===== config.mk =====
export PLATFORM = sky130hd
export DESIGN_NAME = axi4_lite_lsu_bridge
export DESIGN_NICKNAME = d
export VERILOG_FILES = /design/src/rtl/axi4_lite_lsu_bridge.sv
export SDC_FILE = /design/constraint.sdc
export NUM_CORES = 1
export LEC_CHECK = 0
export BUFFER_PORTS_ARGS = -buffer_cell sky130_fd_sc_hd__buf_2
export CELL_PAD_IN_SITES_DETAIL_PLACEMENT = 1
export CELL_PAD_IN_SITES_GLOBAL_PLACEMENT = 2
export CORE_MARGIN = 2
export CORE_UTILIZATION = 32
export CTS_BUF_LIST = sky130_fd_sc_hd__clkbuf_4 sky130_fd_sc_hd__clkbuf_8
export DETAILED_ROUTE_END_ITERATION = 10
export PLACE_DENSITY_LB_ADDON = 0.1
export SETUP_SLACK_MARGIN = 0.02
export SLEW_MARGIN = 20
export SYNTH_ARGS = -nofsm -noshare
export SYNTH_HDL_FRONTEND = slang
export SYNTH_SLANG_ARGS = --single-unit

===== constraint.sdc =====
create_clock -name clk -period 3.15 [get_ports clk]
set_clock_uncertainty 0.15 [all_clocks]
set_input_delay 0 -clock clk [delete_from_list [all_inputs] [get_ports clk]]
set_output_delay 0 -clock clk [all_outputs]
set_load 0.005 [all_outputs]

===== src/rtl/axi4_lite_lsu_bridge.sv =====
// Load/store bridge: turns one pipeline load or store into a single AXI4-Lite master request,
// stalling the pipeline until completion and flagging misalignment and bus timeouts.
module axi4_lite_lsu_bridge #(
   parameter int unsigned ADDR_WIDTH     = 32,
   parameter int unsigned DATA_WIDTH     = 32,
   parameter int unsigned TIMEOUT_CYCLES = 256
) (
   input  logic                  clk,
   input  logic                  rst,
   input  logic                  mem_read,
   input  logic                  mem_write,
   input  logic [2:0]            funct3,
   input  logic [ADDR_WIDTH-1:0] addr,
   input  logic [DATA_WIDTH-1:0] store_data,
   output logic                  stall,
   output logic [DATA_WIDTH-1:0] load_data,
   output logic                  misaligned,
   output logic                  bus_error,
   output logic                  write_start,
   output logic [ADDR_WIDTH-1:0] write_addr,
   output logic [DATA_WIDTH-1:0] write_data,
   output logic [3:0]            write_strobe,
   input  logic                  write_busy,
   output logic                  read_start,
   output logic [ADDR_WIDTH-1:0] read_addr,
   input  logic [DATA_WIDTH-1:0] read_data,
   input  logic                  read_busy
);

   localparam int unsigned CntW = $clog2(TIMEOUT_CYCLES) + 1;
   localparam logic [CntW-1:0] CntMax = CntW'(TIMEOUT_CYCLES - 1);

   typedef enum logic [2:0] {StIdle, StReq, StArm, StWait, StDone} state_e;

   state_e                state_q, state_d;
   logic                  op_write_q, op_write_d;
   logic [2:0]            funct3_q, funct3_d;
   logic [1:0]            lane_q, lane_d;
   logic [CntW-1:0]       cnt_q, cnt_d;
   logic                  bus_error_q, bus_error_d;
   logic [DATA_WIDTH-1:0] load_data_q, load_data_d;
   logic                  write_start_q, write_start_d;
   logic                  read_start_q, read_start_d;
   logic [ADDR_WIDTH-1:0] write_addr_q, write_addr_d;
   logic [DATA_WIDTH-1:0] write_data_q, write_data_d;
   logic [3:0]            write_strobe_q, write_strobe_d;
   logic [ADDR_WIDTH-1:0] read_addr_q, read_addr_d;

   logic                  req, size_byte, size_half, aligned, accept, busy_sel;
   logic [3:0]            strobe_new;
   logic [DATA_WIDTH-1:0] data_new;
   logic [DATA_WIDTH-1:0] load_ext;
   logic [7:0]            ld_byte;
   logic [15:0]           ld_half;

   assign req       = mem_read | mem_write;
   assign size_byte = (funct3[1:0] == 2'b00);
   assign size_half = (funct3[1:0] == 2'b01);
   // Undefined size codes fall into the word case, so they need word alignment too.
   assign aligned   = size_byte | (size_half & ~addr[0]) |
                      (~size_byte & ~size_half & (addr[1:0] == 2'b00));
   assign accept    = (state_q == StIdle) & req & aligned;
   assign busy_sel  = op_write_q ? write_busy : read_busy;

   always_comb begin
      strobe_new = 4'b1111;
      data_new   = store_data;
      if (size_byte) begin
         strobe_new = 4'b0001 << addr[1:0];
         data_new   = {4{store_data[7:0]}};
      end else if (size_half) begin
         strobe_new = 4'b0011 << {addr[1], 1'b0};
         data_new   = {2{store_data[15:0]}};
      end
   end

   always_comb begin
      ld_byte  = read_data[7:0];
      unique case (lane_q)
         2'd0: ld_byte = read_data[7:0];
         2'd1: ld_byte = read_data[15:8];
         2'd2: ld_byte = read_data[23:16];
         2'd3: ld_byte = read_data[31:24];
         default: ld_byte = read_data[7:0];
      endcase
      ld_half  = lane_q[1] ? read_data[31:16] : read_data[15:0];
      load_ext = read_data;
      unique case (funct3_q)
         3'b000:  load_ext = {{24{ld_byte[7]}}, ld_byte};
         3'b001:  load_ext = {{16{ld_half[15]}}, ld_half};
         3'b100:  load_ext = {24'd0, ld_byte};
         3'b101:  load_ext = {16'd0, ld_half};
         default: load_ext = read_data;
      endcase
   end

   always_comb begin
      state_d        = state_q;
      op_write_d     = op_write_q;
      funct3_d       = funct3_q;
      lane_d         = lane_q;
      cnt_d          = cnt_q;
      bus_error_d    = 1'b0;
      load_data_d    = load_data_q;
      write_start_d  = 1'b0;
      read_start_d   = 1'b0;
      write_addr_d   = write_addr_q;
      write_data_d   = write_data_q;
      write_strobe_d = write_strobe_q;
      read_addr_d    = read_addr_q;
      unique case (state_q)
         StIdle: begin
            if (accept) begin
               state_d       = StReq;
               op_write_d    = mem_write;
               funct3_d      = funct3;
               lane_d        = addr[1:0];
               write_start_d = mem_write;
               read_start_d  = ~mem_write;
               if (mem_write) begin
                  write_addr_d   = {addr[ADDR_WIDTH-1:2], 2'b00};
                  write_data_d   = data_new;
                  write_strobe_d = strobe_new;
               end else begin
                  read_addr_d = {addr[ADDR_WIDTH-1:2], 2'b00};
               end
            end
         end
         StReq: state_d = StArm;
         StArm: begin
            state_d = StWait;
            cnt_d   = '0;
         end
         StWait: begin
            if (!busy_sel) begin
               state_d = StDone;
               if (!op_write_q) load_data_d = load_ext;
            end else if (cnt_q == CntMax) begin
               state_d     = StDone;
               bus_error_d = 1'b1;
               if (!op_write_q) load_data_d = '0;
            end else begin
               cnt_d = cnt_q + CntW'(1);
            end
         end
         StDone:  state_d = StIdle;
         default: state_d = StIdle;
      endcase
   end

   always_ff @(posedge clk or negedge rst) begin
      if (!rst) begin
         state_q        <= StIdle;
         op_write_q     <= 1'b0;
         funct3_q       <= 3'b000;
         lane_q         <= 2'b00;
         cnt_q          <= '0;
         bus_error_q    <= 1'b0;
         load_data_q    <= '0;
         write_start_q  <= 1'b0;
         read_start_q   <= 1'b0;
         write_addr_q   <= '0;
         write_data_q   <= '0;
         write_strobe_q <= 4'b0000;
         read_addr_q    <= '0;
      end else begin
         state_q        <= state_d;
         op_write_q     <= op_write_d;
         funct3_q       <= funct3_d;
         lane_q         <= lane_d;
         cnt_q          <= cnt_d;
         bus_error_q    <= bus_error_d;
         load_data_q    <= load_data_d;
         write_start_q  <= write_start_d;
         read_start_q   <= read_start_d;
         write_addr_q   <= write_addr_d;
         write_data_q   <= write_data_d;
         write_strobe_q <= write_strobe_d;
         read_addr_q    <= read_addr_d;
      end
   end

   assign stall        = accept | (state_q == StReq) | (state_q == StArm) | (state_q == StWait);
   assign misaligned   = (state_q == StIdle) & req & ~aligned;
   assign bus_error    = bus_error_q;
   assign load_data    = load_data_q;
   assign write_start  = write_start_q;
   assign read_start   = read_start_q;
   assign write_addr   = write_addr_q;
   assign write_data   = write_data_q;
   assign write_strobe = write_strobe_q;
   assign read_addr    = read_addr_q;

endmodule


==> impl_metrics.json <==
{
  "nets": 1001,
  "worst_hold_slack_ns": -0.00632,
  "synth_area_per_cell_um2": 12.0,
  "fin_setup_tns_ns": 0,
  "wire_per_inst_um": 17.9,
  "synth-seq-area-share": 0.566,
  "async_flop_share": 1.00,
  "viasPerCell": 4.77,
  "grt_overflow_total": 0,
  "synth_edf_count": 0,
  "crit_path_end_kind": "flop",
  "antenna_found_initial": 0,
  "setup_violations": 0,
  "clock-sinks": 149,
  "insertion_delay_ns": 0.45,
  "violations": "hold timing",
  "ioPinCount": 242,
  "cp-start-kind": "flop",
  "outcome": "complete, but fails checks",
  "worstPathArrival_ns": 3.01,
  "cts_tree": "yes",
  "rows": 52,
  "ys_seq_elements": 149,
  "clkTransAtPathRegs_ns": 0.09,
  "fmax_mhz": 354,
  "final_cell_mix": "buf_2 (236), dfrtp_1 (149), dlygate4sd3_1 (118)",
  "maxSlewViolCount": 0,
  "yosys-top-cells-area": "dfrtp_1 (57%), mux2_2 (13%), mux2i_1 (4.7%)",
  "netlist_area_mm2": 0.00658,
  "root_buffer": "clkbuf_8",
  "n_antenna_cell": 0,
  "fillers": 2262,
  "initial_core_util": 0.325,
  "routed_wl_um": 21000,
  "grt_pass1_wl_um": 34200,
  "p_total_mw": 7.77,
  "synth-main-ff-cell": "dfrtp_1",
  "routabilityCongestion": 0.830,
  "ant_nets": 0,
  "dp_hpwl_um": 14700,
  "final_common_cell": "buf_2",
  "dieHeight_um": 147,
  "tightest_slew_ns": 0.794,
  "p_per_area_mw_per_mm2": 809,
  "numPortBuffers": 237,
  "grtUsageTotal": 0.199,
  "synth_top_area_cell": "dfrtp_1",
  "hold_violations": 2,
  "cts_max_path_buffers": 2,
  "drt_iter0_drc": 133,
  "hp-class": "in2async",
  "core-area_mm2": 0.0202,
  "drtPass1Iterations": 4,
  "synth_cell_types": 44,
  "synthCells": 547,
  "numCtsBuffers": 17,
  "grt_start_max_net_pins": 79,
  "fin_crit_sh": 0.897,
  "slew-limit-headroom": 0.455,
  "die_area_mm2": 0.0217,
  "grt_pass1_vias": 6380,
  "yosysWarnings": 0,
  "drcViolationCount": 0,
  "rsz0062_at_grt": "no",
  "cp_max_fo": 38,
  "dieWidth_um": 147,
  "syn2layout_area_growth_pct": 45.9,
  "netlist.area_leader.share": 0.566,
  "drv_cap": 0,
  "min_period_ns": 2.82,
  "irDropWorstVdd_v": 0.000338,
  "crit_required_ns": 3.34,
  "drive_gt1_frac": 0.400,
  "htreeDepth": 4,
  "worstSetupPathType": "reg2reg",
  "p_leak_nw": 4.64,
  "num_vias": 5612
}
-- worst max-delay path: stages, from the launching register on --
cell and delay [ns]:
dfrtp_1 0.39, ha_1 0.21, nand3_1 0.08, nor2_1 0.11
ha_1 0.24, inv_1 0.08, a211o_2 0.59, a22o_1 0.32
dlygate4sd3_1 0.55
-- cells by family (layout without fill, tap and decap cells) --
kind of cell / after synthesis / after routing / synth area share
AND/OR/NAND/NOR: 102 / 102 / 0.0726
flip-flops: 149 / 149 / 0.566
other: 1 / 4 / 0.000570
AO/OA/AOI/OAI: 128 / 128 / 0.137
multiplexers: 108 / 108 / 0.179
XOR/XNOR: 2 / 2 / 0.00266
adder cells (fa/ha/maj): 2 / 2 / 0.00380
buffers and inverters: 55 / 412 / 0.0384
-- where the power goes --
part           switching, mW  internal, mW
registers              0.547          2.77
clock network          0.878         0.597
logic                   1.40          1.58
total                   2.82          4.95
-- final timing paths --
path                                          start                         end  slack, ns  depth (start not counted)
min                                             rst        cnt_q[5]$_DFFE_PN0P_     -0.006                          2
min in group clk                         write_busy         bus_error$_DFF_PN0_       0.03                          3
max in group asynchronous                       rst  write_addr[21]$_DFFE_PN0P_       1.99                          3
max reg2reg                    cnt_q[0]$_DFFE_PN0P_    load_data[7]$_DFFE_PN0P_       0.33                          8
min reg2reg                load_data[0]$_DFFE_PN0P_    load_data[0]$_DFFE_PN0P_       0.34                          2
max                            cnt_q[0]$_DFFE_PN0P_    load_data[7]$_DFFE_PN0P_       0.33                          8
-- flip-flops by register name, indices dropped and copies added (netlist names), 2 cells and up --
| signal | flops |
|---|---|
| cnt_q | 9 |
| funct3_q | 3 |
| lane_q | 2 |
| load_data | 32 |
| read_addr | 30 |
| state_q | 3 |
| write_addr | 30 |
| write_data | 32 |
| write_strobe | 4 |
-- layer usage --
| layer | up-vias | GRT usage | wire, um | share of wire |
|---|---|---|---|---|
| met2 | 168 | 0.347 | 10600 | 0.50 |
| met3 | 28 | 0.0593 | 1320 | 0.063 |
| met4 | 0 | 0.0615 | 369 | 0.018 |
| li1 | 2669 | - | - | - |
| met5 | - | 0 | 0 | 0 |
| met1 | 2747 | 0.238 | 8720 | 0.41 |
-- area by class of cell --
type / count / area [um^2] / share of cell area
well taps: 270 / 338 / 0.0352
inverters: 15 / 56.3 / 0.00586
flip-flops and latches: 149 / 3730 / 0.388
clock inverters: 15 / 156 / 0.0163
repair buffers: 365 / 2470 / 0.258
multi-input cells: 346 / 2620 / 0.273
clock buffers: 17 / 234 / 0.0244
-- cells in the mapped netlist (all sizes together) (3+ instances only) --
master and instances:
o22ai 6, or4 4, o2bb2ai 6, or3 4, nor3 6, mux2 77
nand3 6, nor2 22, mux2i 31, nand2 47, clkbuf 22, a22oi 7
o31ai 7, o21ai 45, nand2b 3, o211ai 9, inv 14, a21oi 17
dfrtp 149, nor2b 3, a221o 22, buf 18
-- metrics by stage --
stage          utilization  instance area, um^2  setup WS, ns  std cells
6_report             0.475                 9600         0.325       1177
3_5_place_dp         0.397                 8030         0.501       1027
3_3_place_gp         0.397                 8030         0.587       1027
4_1_cts              0.475                 9600        0.0746       1177
5_1_grt              0.475                 9600         0.152       1177
2_1_floorplan            -                 6600         0.914        550
-- timing repair --
action / CTS / global route
hold endpoints to repair: 212 / 0
setup buffers: 0 / 0
setup endpoints to repair: 0 / 0
hold buffers: 118 / 0
gates resized for setup: 0 / 0
Power figures use the tool's default switching activity.
